$ cat src/rtl/rv32_hart_sched.sv
// Round-robin hart scheduler for the barrel-threaded RV32 core.
// Tracks per-hart run state and PC, issues one READY hart per cycle, retires on writeback.
module rv32_hart_sched #(
    parameter int          NUM_HARTS = 8,
    parameter logic [31:0] RESET_PC  = 32'h0000_0000,
    localparam int         HID_W     = $clog2(NUM_HARTS)
) (
    input  logic                 clk,
    input  logic                 rst,
    input  logic                 issue_stall,
    output logic                 issue_valid,
    output logic [HID_W-1:0]     issue_hart,
    output logic [31:0]          issue_pc,
    input  logic                 wb_valid,
    input  logic [HID_W-1:0]     wb_hart,
    input  logic [31:0]          wb_next_pc,
    input  logic                 wb_trap,
    input  logic                 ctl_start,
    input  logic [HID_W-1:0]     ctl_hart,
    input  logic [31:0]          ctl_pc,
    output logic                 trap_valid,
    output logic [HID_W-1:0]     trap_hart,
    output logic [31:0]          trap_pc,
    output logic [NUM_HARTS-1:0] halted_mask,
    output logic [NUM_HARTS-1:0] active_mask
);

    typedef enum logic [1:0] {
        IDLE   = 2'd0,
        READY  = 2'd1,
        WAIT   = 2'd2,
        HALTED = 2'd3
    } hart_state_t;

    hart_state_t      state_q [NUM_HARTS];
    hart_state_t      state_d [NUM_HARTS];
    logic [31:0]      pc_q    [NUM_HARTS];
    logic [31:0]      pc_d    [NUM_HARTS];
    logic [HID_W-1:0] last_q;
    logic [HID_W-1:0] last_d;

    logic             sel_found;
    logic [HID_W-1:0] sel_hart;
    logic [HID_W-1:0] cand;
    logic             issue_go;
    logic             wb_take;
    logic             ctl_take;

    // Scan last+1 .. last+NUM_HARTS; the HID_W-bit add wraps modulo NUM_HARTS.
    always_comb begin
        sel_found = 1'b0;
        sel_hart  = '0;
        cand      = '0;
        for (int unsigned i = 1; i <= NUM_HARTS; i++) begin
            cand = last_q + HID_W'(i);
            if (!sel_found && state_q[cand] == READY) begin
                sel_found = 1'b1;
                sel_hart  = cand;
            end
        end
    end

    assign issue_go = sel_found && !issue_stall;
    assign wb_take  = wb_valid && (state_q[wb_hart] == WAIT);
    assign ctl_take = ctl_start &&
                      (state_q[ctl_hart] == IDLE || state_q[ctl_hart] == HALTED);

    // Issue, writeback and start act on disjoint hart states, so their order here is irrelevant.
    always_comb begin
        state_d = state_q;
        pc_d    = pc_q;
        last_d  = last_q;
        if (issue_go) begin
            state_d[sel_hart] = WAIT;
            last_d            = sel_hart;
        end
        if (wb_take) begin
            if (wb_trap) begin
                state_d[wb_hart] = HALTED;
            end else begin
                state_d[wb_hart] = READY;
                pc_d[wb_hart]    = wb_next_pc;
            end
        end
        if (ctl_take) begin
            state_d[ctl_hart] = READY;
            pc_d[ctl_hart]    = ctl_pc;
        end
    end

    always_ff @(posedge clk) begin
        if (rst) begin
            for (int unsigned h = 0; h < NUM_HARTS; h++) begin
                state_q[h] <= IDLE;
                pc_q[h]    <= RESET_PC;
            end
            last_q      <= HID_W'(NUM_HARTS - 1);
            issue_valid <= 1'b0;
            issue_hart  <= '0;
            issue_pc    <= '0;
            trap_valid  <= 1'b0;
            trap_hart   <= '0;
            trap_pc     <= '0;
        end else begin
            state_q     <= state_d;
            pc_q        <= pc_d;
            last_q      <= last_d;
            issue_valid <= issue_go;
            if (issue_go) begin
                issue_hart <= sel_hart;
                issue_pc   <= pc_q[sel_hart];
            end
            trap_valid <= wb_take && wb_trap;
            if (wb_take && wb_trap) begin
                trap_hart <= wb_hart;
                trap_pc   <= pc_q[wb_hart];
            end
        end
    end

    always_comb begin
        halted_mask = '0;
        active_mask = '0;
        for (int unsigned h = 0; h < NUM_HARTS; h++) begin
            halted_mask[h] = (state_q[h] == HALTED);
            active_mask[h] = (state_q[h] == READY) || (state_q[h] == WAIT);
        end
    end

endmodule
$ cat config.mk
export PLATFORM = sky130hd
export DESIGN_NAME = rv32_hart_sched
export DESIGN_NICKNAME = d
export VERILOG_FILES = /design/src/rtl/rv32_hart_sched.sv
export SDC_FILE = /design/constraint.sdc
export NUM_CORES = 1
export LEC_CHECK = 0
export CORE_MARGIN = 1
export CORE_UTILIZATION = 51
export CTS_CLUSTER_SIZE = 8
export DETAILED_ROUTE_END_ITERATION = 12
export PLACE_DENSITY = 0.72
export SLEW_MARGIN = 20
export SYNTH_ARGS = -nofsm -noshare
export SYNTH_HDL_FRONTEND = slang
export SYNTH_SLANG_ARGS = --single-unit
$ cat constraint.sdc
create_clock -name clk -period 5.14 [get_ports clk]
set_input_delay 0.771 -clock clk [delete_from_list [all_inputs] [get_ports clk]]
set_output_delay 0.771 -clock clk [all_outputs]
set_load 0.02 [all_outputs]
* Yosys cells after proc, flatten, opt, wreduce, memory -nomap -nowiden
Cells that the tools add are included.
** Operators by class
- Bitwise logic cells :: 21
- Mux-type cells :: 71
- Reductions and logical operators :: 32
- Order comparisons :: 14
- $add $sub $neg :: 7
- Eq/ne operators :: 34
** Operators with widths (number)
- $mux 256 :: 3
- $bwmux 256 :: 2
- $bmux 32 s3 :: 2
- $demux 32 s3 :: 2
- $mux 32 :: 6
- $mux 16 :: 4
- $bmux 2 s3 :: 10
- $mux 2 :: 23
- $ge 4x4->1 const B :: 11
- $not 3->4 :: 11
- $eq 2x2->1 const B :: 18
- $eq 2x1->1 const B :: 16
- $and 8x8->8 :: 3
- $mux 3 :: 8
- $not 8->8 :: 3
- $or 8x8->8 :: 3
- $demux 2 s3 :: 3
- $or 16x16->16 :: 1
- $logic_and 1x1->1 :: 14
- $add 3x3->3 const B :: 4
- $lt 4x1->1 const B :: 3
- $logic_or 1x1->1 :: 9
- $logic_not 1->1 :: 8
- $mux 1 :: 8
- other kinds (3) :: 4
** Storage, ports and cells
- Output and inout bits :: 88
- Word-level logic and storage cells :: 202
- Input bits :: 76
- Bits in registers :: 347

* Longest topological paths before layout
- Depth in word-level cells :: 41
- Mapped depth :: 17
- Mapped depth without buffers :: 12

* Worst setup path before layout
Ideal clock, no wire load.
- Path type :: reg2reg
- From :: register last_q[1]
- To :: register issue_pc[13]
- Required time :: 5.020 ns
- Period minus slack after synthesis :: 3.523 ns
- Setup slack :: 1.617 ns
- Stages on the path, launching flop included :: 18
- Arrival :: 3.403 ns
- Buffers on the path :: 5
- Cells stage by stage :: dfxtp_1 > buf_4 > inv_1 > ha_1 > buf_2 > nor4b_1 > o41ai_1 > o21a_1 > o2111a_1 > and3_1 > a2bb2oi_1 > or2_1 > buf_2 > buf_6 > buf_6 > mux2i_1 > o22ai_1 > o31a_1
** Between the ends
- Longest elaborated chain between the ends :: 32
- Elaborated cells between the ends (all ways) :: 82
- Those cells by class :: 7 x add/sub; 8 x eq/ne; 43 x mux; 9 x bitwise; 15 x reduce/logical
** Ends and longest elaborated chain
- from (decl) :: line 39 : logic [HID_W-1:0] last_q;
- from (signal assigned) :: line 97 : last_q <= HID_W'(NUM_HARTS - 1);
- from (signal assigned) :: line 107 : last_q <= last_d;
- $add 3x1->3 :: line 55 : cand = last_q + HID_W'(i);
- $not 3->4 (implied by the code) :: line 56 : if (!sel_found && state_q[cand] == READY) begin
- $bmux 2 s3 :: line 56
- $mux 2 (implied by the code) (2 in series) :: line 56
- $eq 2x1->1 :: line 56
- $mux 1 :: line 56
- $logic_not 1->1 :: line 56
- $logic_and 1x1->1 :: line 56
- [14 not listed]
- $logic_and 1x1->1 :: line 56
- $mux 1 :: line 56
- $logic_not 1->1 :: line 56
- $logic_and 1x1->1 :: line 56
- $mux 3 :: line 56
- $not 3->4 (implied by the code) :: line 111 : issue_pc <= pc_q[sel_hart];
- $bmux 32 s3 :: line 111
- $mux 32 (implied by the code) (2 in series) :: line 111
- to (signal assigned) :: line 111
- to (decl) :: line 13 : output logic [31:0] issue_pc,
Parallel ways exist; a longest one is shown, timed or not. The select of a mux whose other input is x is not followed.
A chain may end at the register's enable or synchronous reset.

* Worst setup path in the final report
- From :: register last_q[1]
- To :: register issue_pc[18]
Same word-level chain as after synthesis.

==> flow_summary.yaml <==
worst_setup_path:
  arrival_ps: 5130
  cp-end-kind: "register"
  crit_chain: "inv_1, ha_1, and4b_1, o41ai_1, o21a_1, o211ai_1, nand3b_1, a22oi_2, nor2b_1, nor2_2, buf_4, a31oi_1, o31a_1"
  crit_path_max_incr_delay_ps: 580
  cp.required_ps: 5580
  path_buf_inv: 2
  cp_max_fo: 26
  worst_path_max_delay_cell: "dfxtp_1"
  critPathTopFamily: "compound AO/OA/AOI/OAI gates"
  criticalPathCategory: "register to register"
  cp-start-kind: "register"
die:
  io_pins: 164
  placementRows: 70
  start_util: 0.521
  core_um2: 36900
  die_h_um: 196
  floorplan.die_area_um2: 38500
  die_w_um: 196
run:
  max_cap_violations: 0
drt:
  drt-total-wl_um: 67300
  wl_per_cell_um: 24.6
  dr.max_layer_used: "met4"
  via_count: 18600
  drt_iter0_drc: 2358
  drcViolationCount: 0
  ant_nets: 0
  wl_met3_um: 7390
  routed_via_density: 6.80
  met2WireLength_um: 30000
  wl_met1_um: 27400
  drtPass1Iterations: 5
timing:
  period_needed_ps: 4680
  setup_viol: 0
  rsz0062_at_grt: "false"
  layout_setup_ws_ps: 458
  hold_viol: 0
  final_max_slew_viol_count: 0
  worstMarginPinSlew_ps: 989
  final.setup.tns_ps: 0
  slew_headroom: 0.341
  finalClockSkew_ps: 28.7
  fmax_mhz: 214
  period_share: 0.911
clock_network:
  cts_tree: "built"
  ctsHoldBuffers: 0
  htreeDepth: 2
  clockBufferDepth: 3
  clk_latency_ps: 570
  clkSlewWorstSetupHoldPaths_ps: 60
  post-cts-setup-buffers: 0
  root_buffer: "clkbuf_16"
  clkSinkCount: 347
  cts_resized: 0
  cts_buffers: 49
synth:
  ys_types: 72
  async_flop_share: 0
  synth_cells: 2230
  synth_top_area_share: 0.362
  synth_nets: 2316
  ys_ff_latch: 347
  synth_edf_count: 0
  synth_most_common_cell: "nor2_1"
  ys.warnings.count: 0
  syn_avg_cell_area_um2: 8.62
  synth_area_leaders: "dfxtp_1, mux2i_1, a211oi_1"
  netlist_area_um2: 19200
  ys_seq_area_frac: 0.362
  yosys.area.top_type: "dfxtp_1"
  ys_dominant_reg_cell: "dfxtp_1"
  synth_common_cells: "nor2_1, dfxtp_1, mux2i_1, a211oi_1, clkbuf_1"
cells_and_area:
  area_growth_pct: 16.4
  drive_above_1_share: 0.0712
  multi_input_comb_area_um2: 11100
  nFillCells: 3091
  final_cells: 2740
  regArea_um2: 6950
  final_nets: 2316
place:
  gp_congestion: 0.926
  place_ws_ps: 607
  io_buffers: 163
  dp.cells: 2683
  dp_hpwl_um: 38100
global_routing:
  grt_pass1_wl_um: 103000
  grt_usage: 0.340
  grt_pass1_vias: 17400
  grt-ovfl-total: 0
  antenna_found_initial: 3
  grt_max_degree: 148
power:
  p_per_area_nw_per_um2: 456
  leakage_nw: 7.01
  worst_ir_drop_vdd_v: 0.000373
  p_total_mw: 10.2
worst_hold_path:
  worst_hold_path_type: "register to register"
run_status:
  outcome: "completed"
-- worst register-to-register path, stage by stage (launching register included) --
cell and delay [ps]:
dfxtp_1 580, inv_1 240, ha_1 470, and4b_1 290
o41ai_1 490, o21a_1 260, o211ai_1 180, nand3b_1 230
a22oi_2 550, nor2b_1 220, nor2_2 160, buf_4 460
a31oi_1 140, o31a_1 310
-- report_power, final --
| group | total [mW] | internal (mW) | switching, mW |
|---|---|---|---|
| clock | 2.93 | 1.78 | 1.15 |
| combinational | 4.09 | 1.44 | 2.64 |
| sequential | 3.19 | 2.94 | 0.248 |
-- placed cells by master (no fill, tap or decap), types with 5 or more instances in the layout --
cell and instances:
nor2_1 372, dfxtp_1 347, mux2i_1 329, a211oi_1 259, clkdlybuf4s50_1 162, nand2_1 161
a221oi_1 68, a22o_1 65, clkbuf_16 51, buf_4 46, a31oi_1 43, a21oi_1 42
o22ai_1 34, a311oi_1 33, o31a_1 32, o21ai_0 14, buf_12 14, inv_1 13
ha_1 10, mux4_2 9, nand2b_1 9, nor2b_1 8, nor2_4 8, a21o_1 6
nand3_1 5, and3_1 5
-- logic make-up (layout without fill, tap and decap cells) --
family                     count (synthesis)  in the layout  share of synthesized area
AOI/OAI and AO/OA                        625            625                      0.248
and+or+nand+nor                          614            614                      0.133
DFF                                      347            347                      0.362
muxes                                    342            342                      0.184
buffers and inverters                    288            291                     0.0647
adders and majority gates                 10             10                    0.00651
xor gates and xnor gates                   4              4                    0.00182
other                                      0              3                          0
-- flip-flops by register name, summed over array words and instances, names as in the netlist --
name / cells
issue_hart: 3
last_q: 3
issue_pc: 32
issue_valid: 1
trap_pc: 32
trap_valid: 1
pc_q: 256
trap_hart: 3
state_q: 16
-- per-layer routing --
metal | global-route usage | up-vias
met4 | 0.126 | 0
li1 | - | 8227
met5 | 0 | -
met3 | 0.0576 | 233
met2 | 0.531 | 1198
met1 | 0.470 | 8964
-- stage by stage --
step	hold slack [ps]	utilization	instance area, um2
5_1_grt	479	0.606	22400
4_1_cts	458	0.606	22300
2_1_floorplan	500	-	19200
6_report	461	0.606	22400
3_5_place_dp	450	0.570	21000
3_3_place_gp	448	0.570	21000
-- worst paths after layout --
path	slack [ps]	start	cells past startpoint	to
worst min register to register	460	issue_hart[2]	2	issue_hart[2]
worst min-delay path	460	issue_hart[2]	2	issue_hart[2]
worst max register to register	460	last_q[1]	13	issue_pc[18]
worst max-delay path	460	last_q[1]	13	issue_pc[18]
-- layout make-up --
| type | instances | area share |
|---|---|---|
| multi-input combinational | 1595 | 0.498 |
| tap | 504 | 0.0282 |
| inverter | 14 | 0.00246 |
| clock buffer | 52 | 0.0573 |
| timing repair buffer | 223 | 0.101 |
| clock inverter | 2 | 0.00173 |
| sequential | 347 | 0.311 |
| antenna | 3 | 0.000336 |
(Power assumes the default switching activity.)
